===== src/rtl/matmul_host_sequencer.sv =====
// Host-side sequencer for the 8x8 int8 matmul wrapper: streams A then B words into the operand
// BRAMs, kicks the array, then returns the C rows through a first-word-fall-through FIFO.
module matmul_host_sequencer #(
   parameter int DWIDTH     = 8,
   parameter int MM_SIZE    = 4,
   parameter int AWIDTH     = 7,
   parameter int A_WORDS    = 16,
   parameter int B_WORDS    = 16,
   parameter int C_WORDS    = 16,
   parameter int WR_ALIGN   = 2,
   parameter int RD_LAT     = 4,
   parameter int FIFO_DEPTH = 8,
   parameter int TIMEOUT    = 1023
) (
   input  logic                      clk_mem,
   input  logic                      reset,
   input  logic                      go,
   input  logic                      in_valid,
   output logic                      in_ready,
   input  logic [MM_SIZE*DWIDTH-1:0] in_data,
   output logic                      out_valid,
   input  logic                      out_ready,
   output logic [MM_SIZE*DWIDTH-1:0] out_data,
   output logic                      busy,
   output logic                      err_timeout,
   output logic                      enable_writing_to_mem,
   output logic                      enable_reading_from_mem,
   output logic [AWIDTH-1:0]         addr_pi,
   output logic [MM_SIZE*DWIDTH-1:0] data_pi,
   output logic                      we_a,
   output logic                      we_b,
   output logic                      we_c,
   output logic                      start_mat_mul,
   input  logic                      done_mat_mul,
   input  logic [MM_SIZE*DWIDTH-1:0] data_from_out_mat
);
   localparam int W  = MM_SIZE*DWIDTH;
   localparam int CW = $clog2(TIMEOUT+1);
   localparam int OW = $clog2(FIFO_DEPTH+RD_LAT+1);
   localparam int PW = (FIFO_DEPTH > 1) ? $clog2(FIFO_DEPTH) : 1;
   localparam int FW = $clog2(WR_ALIGN+2);

   typedef enum logic [2:0] {
      S_IDLE, S_LOAD_A, S_LOAD_B, S_FLUSH, S_COMPUTE, S_READ, S_DRAIN
   } state_t;

   state_t            r_state, w_state_next;
   logic [AWIDTH-1:0] r_wr_cnt, w_wr_cnt_next;
   logic [AWIDTH-1:0] r_rd_cnt, w_rd_cnt_next;
   logic [CW-1:0]     r_cyc, w_cyc_next;
   logic [FW-1:0]     r_flush, w_flush_next;
   logic              r_err, w_err_next;

   logic              w_fire, w_rd_issue, w_push, w_pop;
   logic [OW-1:0]     w_inflight, w_pending;

   logic [WR_ALIGN-1:0] r_wr_vld, r_wr_isb;
   logic [W-1:0]        r_wr_data [WR_ALIGN];
   logic [RD_LAT-1:0]   r_rd_vld;

   logic [W-1:0]  r_fifo_mem [FIFO_DEPTH];
   logic [PW-1:0] r_wp, r_rp;
   logic [OW-1:0] r_occ;

   // Reads in flight are counted so the FIFO always has room for every issued read.
   always_comb begin
      w_inflight = '0;
      for (int i = 0; i < RD_LAT; i++) w_inflight = w_inflight + OW'(r_rd_vld[i]);
   end
   assign w_pending = r_occ + w_inflight;

   always_comb begin
      w_state_next            = r_state;
      w_wr_cnt_next           = r_wr_cnt;
      w_rd_cnt_next           = r_rd_cnt;
      w_cyc_next              = '0;
      w_flush_next            = '0;
      w_err_next              = r_err;
      w_fire                  = 1'b0;
      w_rd_issue              = 1'b0;
      in_ready                = 1'b0;
      enable_writing_to_mem   = 1'b0;
      enable_reading_from_mem = 1'b0;
      addr_pi                 = '0;
      we_c                    = 1'b0;
      start_mat_mul           = 1'b0;
      unique case (r_state)
         S_IDLE: begin
            if (go) begin
               w_state_next  = S_LOAD_A;
               w_wr_cnt_next = '0;
               w_rd_cnt_next = '0;
               w_err_next    = 1'b0;
            end
         end
         S_LOAD_A, S_LOAD_B: begin
            in_ready              = 1'b1;
            enable_writing_to_mem = 1'b1;
            addr_pi               = r_wr_cnt;
            w_fire                = in_valid;
            if (in_valid) begin
               if (r_state == S_LOAD_A && r_wr_cnt == AWIDTH'(A_WORDS-1)) begin
                  w_state_next  = S_LOAD_B;
                  w_wr_cnt_next = '0;
               end else if (r_state == S_LOAD_B && r_wr_cnt == AWIDTH'(B_WORDS-1)) begin
                  w_state_next  = S_FLUSH;
                  w_wr_cnt_next = '0;
               end else begin
                  w_wr_cnt_next = r_wr_cnt + AWIDTH'(1);
               end
            end
         end
         S_FLUSH: begin
            // Hold the write window open until the last delayed write has left the pipe.
            enable_writing_to_mem = 1'b1;
            w_flush_next          = r_flush + FW'(1);
            if (r_flush == FW'(WR_ALIGN)) begin
               w_state_next = S_COMPUTE;
               w_flush_next = '0;
            end
         end
         S_COMPUTE: begin
            start_mat_mul = 1'b1;
            we_c          = 1'b1;
            w_cyc_next    = r_cyc + CW'(1);
            if (done_mat_mul) begin
               w_state_next = S_READ;
            end else if (r_cyc == CW'(TIMEOUT-1)) begin
               w_state_next = S_READ;
               w_err_next   = 1'b1;
            end
         end
         S_READ: begin
            enable_reading_from_mem = 1'b1;
            addr_pi                 = r_rd_cnt;
            if (w_pending < OW'(FIFO_DEPTH)) begin
               w_rd_issue = 1'b1;
               if (r_rd_cnt == AWIDTH'(C_WORDS-1)) begin
                  w_state_next  = S_DRAIN;
                  w_rd_cnt_next = '0;
               end else begin
                  w_rd_cnt_next = r_rd_cnt + AWIDTH'(1);
               end
            end
         end
         S_DRAIN: begin
            if (r_occ == '0 && w_inflight == '0) w_state_next = S_IDLE;
         end
         default: w_state_next = S_IDLE;
      endcase
   end

   always_ff @(posedge clk_mem) begin
      if (reset) begin
         r_state  <= S_IDLE;
         r_wr_cnt <= '0;
         r_rd_cnt <= '0;
         r_cyc    <= '0;
         r_flush  <= '0;
         r_err    <= 1'b0;
         r_wr_vld <= '0;
         r_wr_isb <= '0;
         r_rd_vld <= '0;
         for (int i = 0; i < WR_ALIGN; i++) r_wr_data[i] <= '0;
      end else begin
         r_state     <= w_state_next;
         r_wr_cnt    <= w_wr_cnt_next;
         r_rd_cnt    <= w_rd_cnt_next;
         r_cyc       <= w_cyc_next;
         r_flush     <= w_flush_next;
         r_err       <= w_err_next;
         r_wr_vld[0] <= w_fire;
         r_wr_isb[0] <= (r_state == S_LOAD_B);
         r_wr_data[0] <= in_data;
         for (int i = 1; i < WR_ALIGN; i++) begin
            r_wr_vld[i]  <= r_wr_vld[i-1];
            r_wr_isb[i]  <= r_wr_isb[i-1];
            r_wr_data[i] <= r_wr_data[i-1];
         end
         r_rd_vld[0] <= w_rd_issue;
         for (int i = 1; i < RD_LAT; i++) r_rd_vld[i] <= r_rd_vld[i-1];
      end
   end

   assign data_pi     = r_wr_data[WR_ALIGN-1];
   assign we_a        = r_wr_vld[WR_ALIGN-1] & ~r_wr_isb[WR_ALIGN-1];
   assign we_b        = r_wr_vld[WR_ALIGN-1] &  r_wr_isb[WR_ALIGN-1];
   assign busy        = (r_state != S_IDLE);
   assign err_timeout = r_err;

   // Result FIFO: readback data lands RD_LAT cycles after its address was issued.
   assign w_push    = r_rd_vld[RD_LAT-1];
   assign out_valid = (r_occ != '0);
   assign w_pop     = out_valid & out_ready;
   assign out_data  = out_valid ? r_fifo_mem[r_rp] : '0;

   always_ff @(posedge clk_mem) begin
      if (w_push) r_fifo_mem[r_wp] <= data_from_out_mat;
   end

   always_ff @(posedge clk_mem) begin
      if (reset) begin
         r_wp  <= '0;
         r_rp  <= '0;
         r_occ <= '0;
      end else begin
         if (w_push) r_wp <= (r_wp == PW'(FIFO_DEPTH-1)) ? '0 : r_wp + PW'(1);
         if (w_pop)  r_rp <= (r_rp == PW'(FIFO_DEPTH-1)) ? '0 : r_rp + PW'(1);
         r_occ <= r_occ + OW'(w_push) - OW'(w_pop);
      end
   end
endmodule


===== config.mk =====
export PLATFORM = sky130hd
export DESIGN_NAME = matmul_host_sequencer
export DESIGN_NICKNAME = d
export VERILOG_FILES = /design/src/rtl/matmul_host_sequencer.sv
export SDC_FILE = /design/constraint.sdc
export NUM_CORES = 1
export LEC_CHECK = 0
export ABC_CLOCK_PERIOD_IN_PS = 10200
export CAP_MARGIN = 20
export CORE_ASPECT_RATIO = 1.75
export CORE_MARGIN = 5
export CORE_UTILIZATION = 40
export CTS_CLUSTER_SIZE = 24
export DETAILED_ROUTE_END_ITERATION = 16
export GPL_TIMING_DRIVEN = 0
export SLEW_MARGIN = 20
export SYNTH_ARGS = -nofsm -noshare
export SYNTH_HDL_FRONTEND = slang
export SYNTH_SLANG_ARGS = --single-unit

===== constraint.sdc =====
create_clock -name clk_mem -period 10.2 [get_ports clk_mem]
set_input_delay 2.04 -clock clk_mem [delete_from_list [all_inputs] [get_ports clk_mem]]
set_output_delay 2.04 -clock clk_mem [all_outputs]
set_load 0.02 [all_outputs]

; Yosys cells after proc, flatten, opt, wreduce, memory -nomap -nowiden
; Memory sizes are Yosys's and may differ from the RTL's. A register that Yosys moved wholly into a read port is not among the register bits.
; Index checks and enable logic that the tools add are counted.
[word_totals]
reg_bits = 48
ram_bits = 320
input_bits = 70
output_inout_bits = 81
wordCells = 123
memories = 2
[op_classes]
add_sub_neg = 12
magnitude_cmp = 1
n_eq_ne = 22
n_mux = 41
bitwise_logic = 10
n_reduce_logical = 21
[mem_list]
columns = memory, words, word_bits, read_ports, rd_ports_with_merged_regs, wr, line_no
row1 = r_fifo_mem, 8, 32, 1, 1, 1, 61  ; logic [W-1:0] r_fifo_mem [FIFO_DEPTH];
row2 = r_wr_data, 2, 32, 2, 0, 2, 58  ; logic [W-1:0] r_wr_data [WR_ALIGN];
[ops]
columns = op, count
row1 = $mux W32, 3
row2 = $mux W3, 14
row3 = $mux W7, 6
row4 = $pmux W7 S2, 3
row5 = $pmux W3 S6, 1
row6 = $ne A2 B2 Y1 const B, 8
row7 = $eq A3 B3 Y1 const B, 5
row8 = $add A7 B1 Y7 const B, 2
row9 = $eq A7 B4 Y1 const B, 2
row10 = $mux W1, 13
row11 = $add A10 B1 Y10 const B, 1
row12 = $eq A10 B10 Y1 const B, 1
row13 = $logic_not A4 Y1, 2
row14 = $reduce_and A8 Y1, 1
row15 = $reduce_or A2 Y1, 4
row16 = $add A3 B1 Y3 const B, 2
row17 = $eq A3 B2 Y1 const B, 2
row18 = $ne A3 B3 Y1 const B, 2
row19 = $reduce_and A3 Y1, 2
row20 = $reduce_bool A2 Y1, 3
row21 = $reduce_or A3 Y1, 2
row22 = $not A1 Y1, 5
row23 = $add A3 B1 Y4, 1
row24 = $add A4 B1 Y4, 1
row25 = other kinds (16), 21

; Longest topological paths before layout
; Gate-level depths: netlist (run 1).
[depth]
depth_word = 7
ltp_mapped = 13
ltp_nobuf = 13

; Worst setup path after synthesis (run 1)
; No wires, ideal clock.
[synth_timing]
path_type = register to output
from = register (tool-made name)
to = output port out_data[10]
arrival_ns = 2.013
required_time_ns = 8.160
setup_slack_ns = 6.147
stages_incl_launch_ff = 6
n_path_buf = 2
path_cell_list = dfxtp_1 > clkbuf_1 > buf_1 > mux4_2 > mux2i_1 > nor2_1
[synth_lines]
columns = element, line_no
row1 = to (decl), 23  ; output logic [MM_SIZE*DWIDTH-1:0] out_data,

==> flow_metrics.env, run 1 <==
export IMPL_start_util_pct=40.4
export IMPL_synth_fa_ha_area_share_pct=1.87
export IMPL_drcViolationCount=0
export IMPL_syn_inst=883
export IMPL_routed_wl_um=30400
export IMPL_netSwitchingPower_uw=1080
export IMPL_synth_top_family_by_area="multiplexers"
export IMPL_hp_class="flop to flop"
export IMPL_vias=7789
export IMPL_final_layout_size_suffix_gt1_share_pct=15.7
export IMPL_fin_hold_ws_ns=0.420
export IMPL_num_nets_final=1176
export IMPL_num_antenna_cells=0
export IMPL_grt_setup_unrepaired="no"
export IMPL_setup_tns_ns=0
export IMPL_tritoncts="built"
export IMPL_grt_pass1_vias=8146
export IMPL_required_ns=8.16
export IMPL_die_width_um=152
export IMPL_crit_arrival_ns=3.65
export IMPL_final_cell_area_um2=17700
export IMPL_synth_edff_count=256
export IMPL_cts_buffer_depth=3
export IMPL_clk_pin_slew_ns=0.06
export IMPL_synth_nets=973
export IMPL_fmax_mhz=176
export IMPL_slew_viol_final=0
export IMPL_period_needed_ns=5.69
export IMPL_critPathKind="flop to output port"
export IMPL_powerDensity_nw_per_um2=216
export IMPL_place_area_um2=16600
export IMPL_pwr_share_comb_pct=24.5
export IMPL_synth_xor_area_share_pct=0.986
export IMPL_overflow=0
export IMPL_ys_async_sr_fraction_pct=0
export IMPL_die_h_um=259
export IMPL_drt_vias_per_instance=4.95
export IMPL_grt_max_degree=21
export IMPL_first_pass_iters=4
export IMPL_yosys_area_share_simple_pct=8.16
export IMPL_numPortBuffers=150
export IMPL_peakVddDrop_v=0.000179
export IMPL_ys_warn_count=0
export IMPL_coreArea_um2=35200
export IMPL_hold_viol_final=0
export IMPL_ys_seq_elements=371
export IMPL_power_leakage_uw=0.00594
export IMPL_endpoint_kind="output port"
export IMPL_clock_latency_ns=0.54
export IMPL_avgSynthCellArea_um2=16.1
export IMPL_ys_top_cells_by_area="edfxtp_1, dfxtp_1, mux4_2, nor2b_1, mux2i_1"
export IMPL_track_usage_pct=15.4
export IMPL_syn_area_um2=14200
export IMPL_cp_max_fo=10
export IMPL_worstMarginPinSlew_ns=1.00
export IMPL_cts_sinks=371
export IMPL_grt_antenna_before_repair=1
export IMPL_synth_compound_area_share_pct=2.28
export IMPL_synth_top_area_share_pct=54.1
export IMPL_dpl_hpwl_um=20400
export IMPL_cts_hold_fix_buffers=0
export IMPL_status="complete, no violations"
export IMPL_synth_ff_type="edfxtp_1"
export IMPL_initialDrtViolationCount=377
export IMPL_antenna_left=0
export IMPL_crit_path_start_kind="flop"
export IMPL_muxShareOfSynthArea_pct=12.8
export IMPL_multi_input_area_um2=3770
export IMPL_yosysTopAreaCell="edfxtp_1"
export IMPL_gp_congestion=0.760
export IMPL_p_seq_share_pct=43.4
export IMPL_yosysUniqueCellTypes=43
export IMPL_finalSetupViolCount=0
export IMPL_die_area_um2=39500
export IMPL_max_slew_margin_pct=33.2
export IMPL_io_pins=151
export IMPL_cap_violations=0
export IMPL_wire_per_inst_um=19.3
export IMPL_clockRootBuffer="clkbuf_16"
export IMPL_htreeDepth=2
export IMPL_seq_area_frac_synth_pct=70.3
export IMPL_p_clk_share_pct=32.0
export IMPL_cts_repair_resized=0
export IMPL_post_cts_setup_buffers=0
export IMPL_skew_ns=0.0182
export IMPL_fillCellCount=2956
export IMPL_cts_buffers=35
export IMPL_area_delta_synth_final_pct=24.5
export IMPL_sw_frac_of_total_pct=28.3
export IMPL_intPower_uw=2740
export IMPL_post_route_period_util_pct=55.8
export IMPL_seq_area_um2=9990
export IMPL_rows=91
export IMPL_grt_first_pass_wirelength_um=47300
-- synth_stat cells (5+ instances only) --
cell type	n
edfxtp_1	256
xor2_1	10
nand4_1	7
xnor2_1	6
mux2i_1	38
mux4_2	64
nand2b_1	5
buf_1	10
nor2b_1	70
ha_1	18
o21ai_0	6
a21oi_1	15
dfxtp_1	115
or3_1	6
nand2_1	15
nor2_1	81
buf_4	34
clkbuf_1	28
nor3_1	9
inv_1	28
a22o_1	6
nand3_1	13
-- layer usage --
layer | track usage [%] | part of all wire, %
met5 | 0 | 0
met4 | 4.68 | 2.2
met3 | 2.85 | 4.2
met2 | 28.6 | 54
met1 | 18.1 | 40
-- layout make-up --
cell class	count	area share, %
buffer	72	2.26
clock buffer	42	5.16
clock inverter	19	0.884
inverter	29	0.615
multi-input combinational	411	21.3
sequential	371	56.5
tap	465	3.29
timing repair buffer	166	9.99
-- through the flow --
step	worst slack (ns)	utilization [%]	cells	power, uW
final	4.51	50.3	1575	3820
after global routing	4.24	50.3	1575	4000
after CTS	4.35	50.3	1575	3890
after detailed placement	4.95	47.2	1514	2650
after global placement	4.37	46.3	1498	2640
after floorplan	6.15	-	883	2260
-- worst paths after layout --
check | from | endpoint | slack, ns | cells past startpoint
max | flop | out_data[8] | 4.51 | 6
min | r_flush[0] | r_flush[0] | 0.42 | 1
max reg2reg | r_rd_vld[3] | r_rd_cnt[4] | 6.59 | 12
min reg2reg | r_flush[0] | r_flush[0] | 0.42 | 1
-- flip-flops by register name, summed over array words and instances (netlist names), named ones only --
register,flops
err_timeout,1
r_occ,4
r_fifo_mem,256
r_rp,3
r_state,3
r_wr_isb,2
r_wp,3
r_rd_cnt,7
r_rd_vld,4
r_cyc,10
r_flush,2
r_wr_cnt,7
r_wr_data,64
r_wr_vld,2
-- power groups by stage --
stage | logic, uW | clock network (uW) | registers, uW
after floorplan | 571 | 0 | 1690
after global placement | 949 | 0 | 1690
after detailed placement | 956 | 0 | 1690
after CTS | 961 | 1260 | 1660
after global routing | 1020 | 1320 | 1660
final | 938 | 1230 | 1660
-- cells by family after synthesis --
family	after synthesis
AO/OA/AOI/OAI	48
XOR/XNOR	16
adder cells (fa/ha/maj)	20
buffers and inverters	101
flip-flops	371
multiplexers	102
AND/OR/NAND/NOR	225
-- layout by cell type, fill, tap and decap left out, types with 5 or more instances in the layout --
cell             Yosys  routed
edfxtp_1           256     256
clkdlybuf4s50_1      0     150
dfxtp_1            115     115
nor2_1              81      75
nor2b_1             70      70
mux4_2              64      64
buf_4               34      40
mux2i_1             38      38
clkbuf_16            0      35
clkbuf_1            28      33
inv_1               28      30
ha_1                18      18
a21oi_1             15      15
nand2_1             15      15
nand3_1             13      13
buf_1               10      10
xor2_1              10      10
clkinv_2             0       8
nor3_1               9       7
nand4_1              7       7
a22o_1               6       6
o21ai_0              6       6
nor2_4               0       6
or3_1                6       6
xnor2_1              6       6
nand2b_1             5       5
clkinv_1             1       5
buf_16               0       5
-- critical path, stage by stage (launching register included) --
cell and delay (ns):
dfxtp_1 0.31, clkbuf_1 0.47, buf_1 0.81, mux4_2 0.61, mux2i_1 0.28, nor2_1 0.08
clkdlybuf4s50_1 0.56
No activity file was read; power rests on OpenSTA's default activity.
==> run 2: changes to the inputs <==
--- a/config.mk
+++ b/config.mk
@@ -5,7 +5,7 @@
 export SDC_FILE = /design/constraint.sdc
 export NUM_CORES = 1
 export LEC_CHECK = 0
-export ABC_CLOCK_PERIOD_IN_PS = 10200
+export ABC_CLOCK_PERIOD_IN_PS = 5200
 export CAP_MARGIN = 20
 export CORE_ASPECT_RATIO = 1.75
 export CORE_MARGIN = 5
==> constraint.sdc (replaced) <==
create_clock -name clk_mem -period 5.2 [get_ports clk_mem]
set_input_delay 1.04 -clock clk_mem [delete_from_list [all_inputs] [get_ports clk_mem]]
set_output_delay 1.04 -clock clk_mem [all_outputs]
set_load 0.02 [all_outputs]
==> results of run 2 <==
Same layout as run 1 (identical final DEF). Status: complete, no violations.
Among the figures that moved: setup slack after placement 4.95 ns -> 0.951 ns; setup slack after layout 4.51 ns -> 0.511 ns; register-to-register setup slack 6.59 ns -> 1.59 ns; total power 3820 uW -> 7500 uW; worst IR drop on VDD 0.000179 V -> 0.000351 V
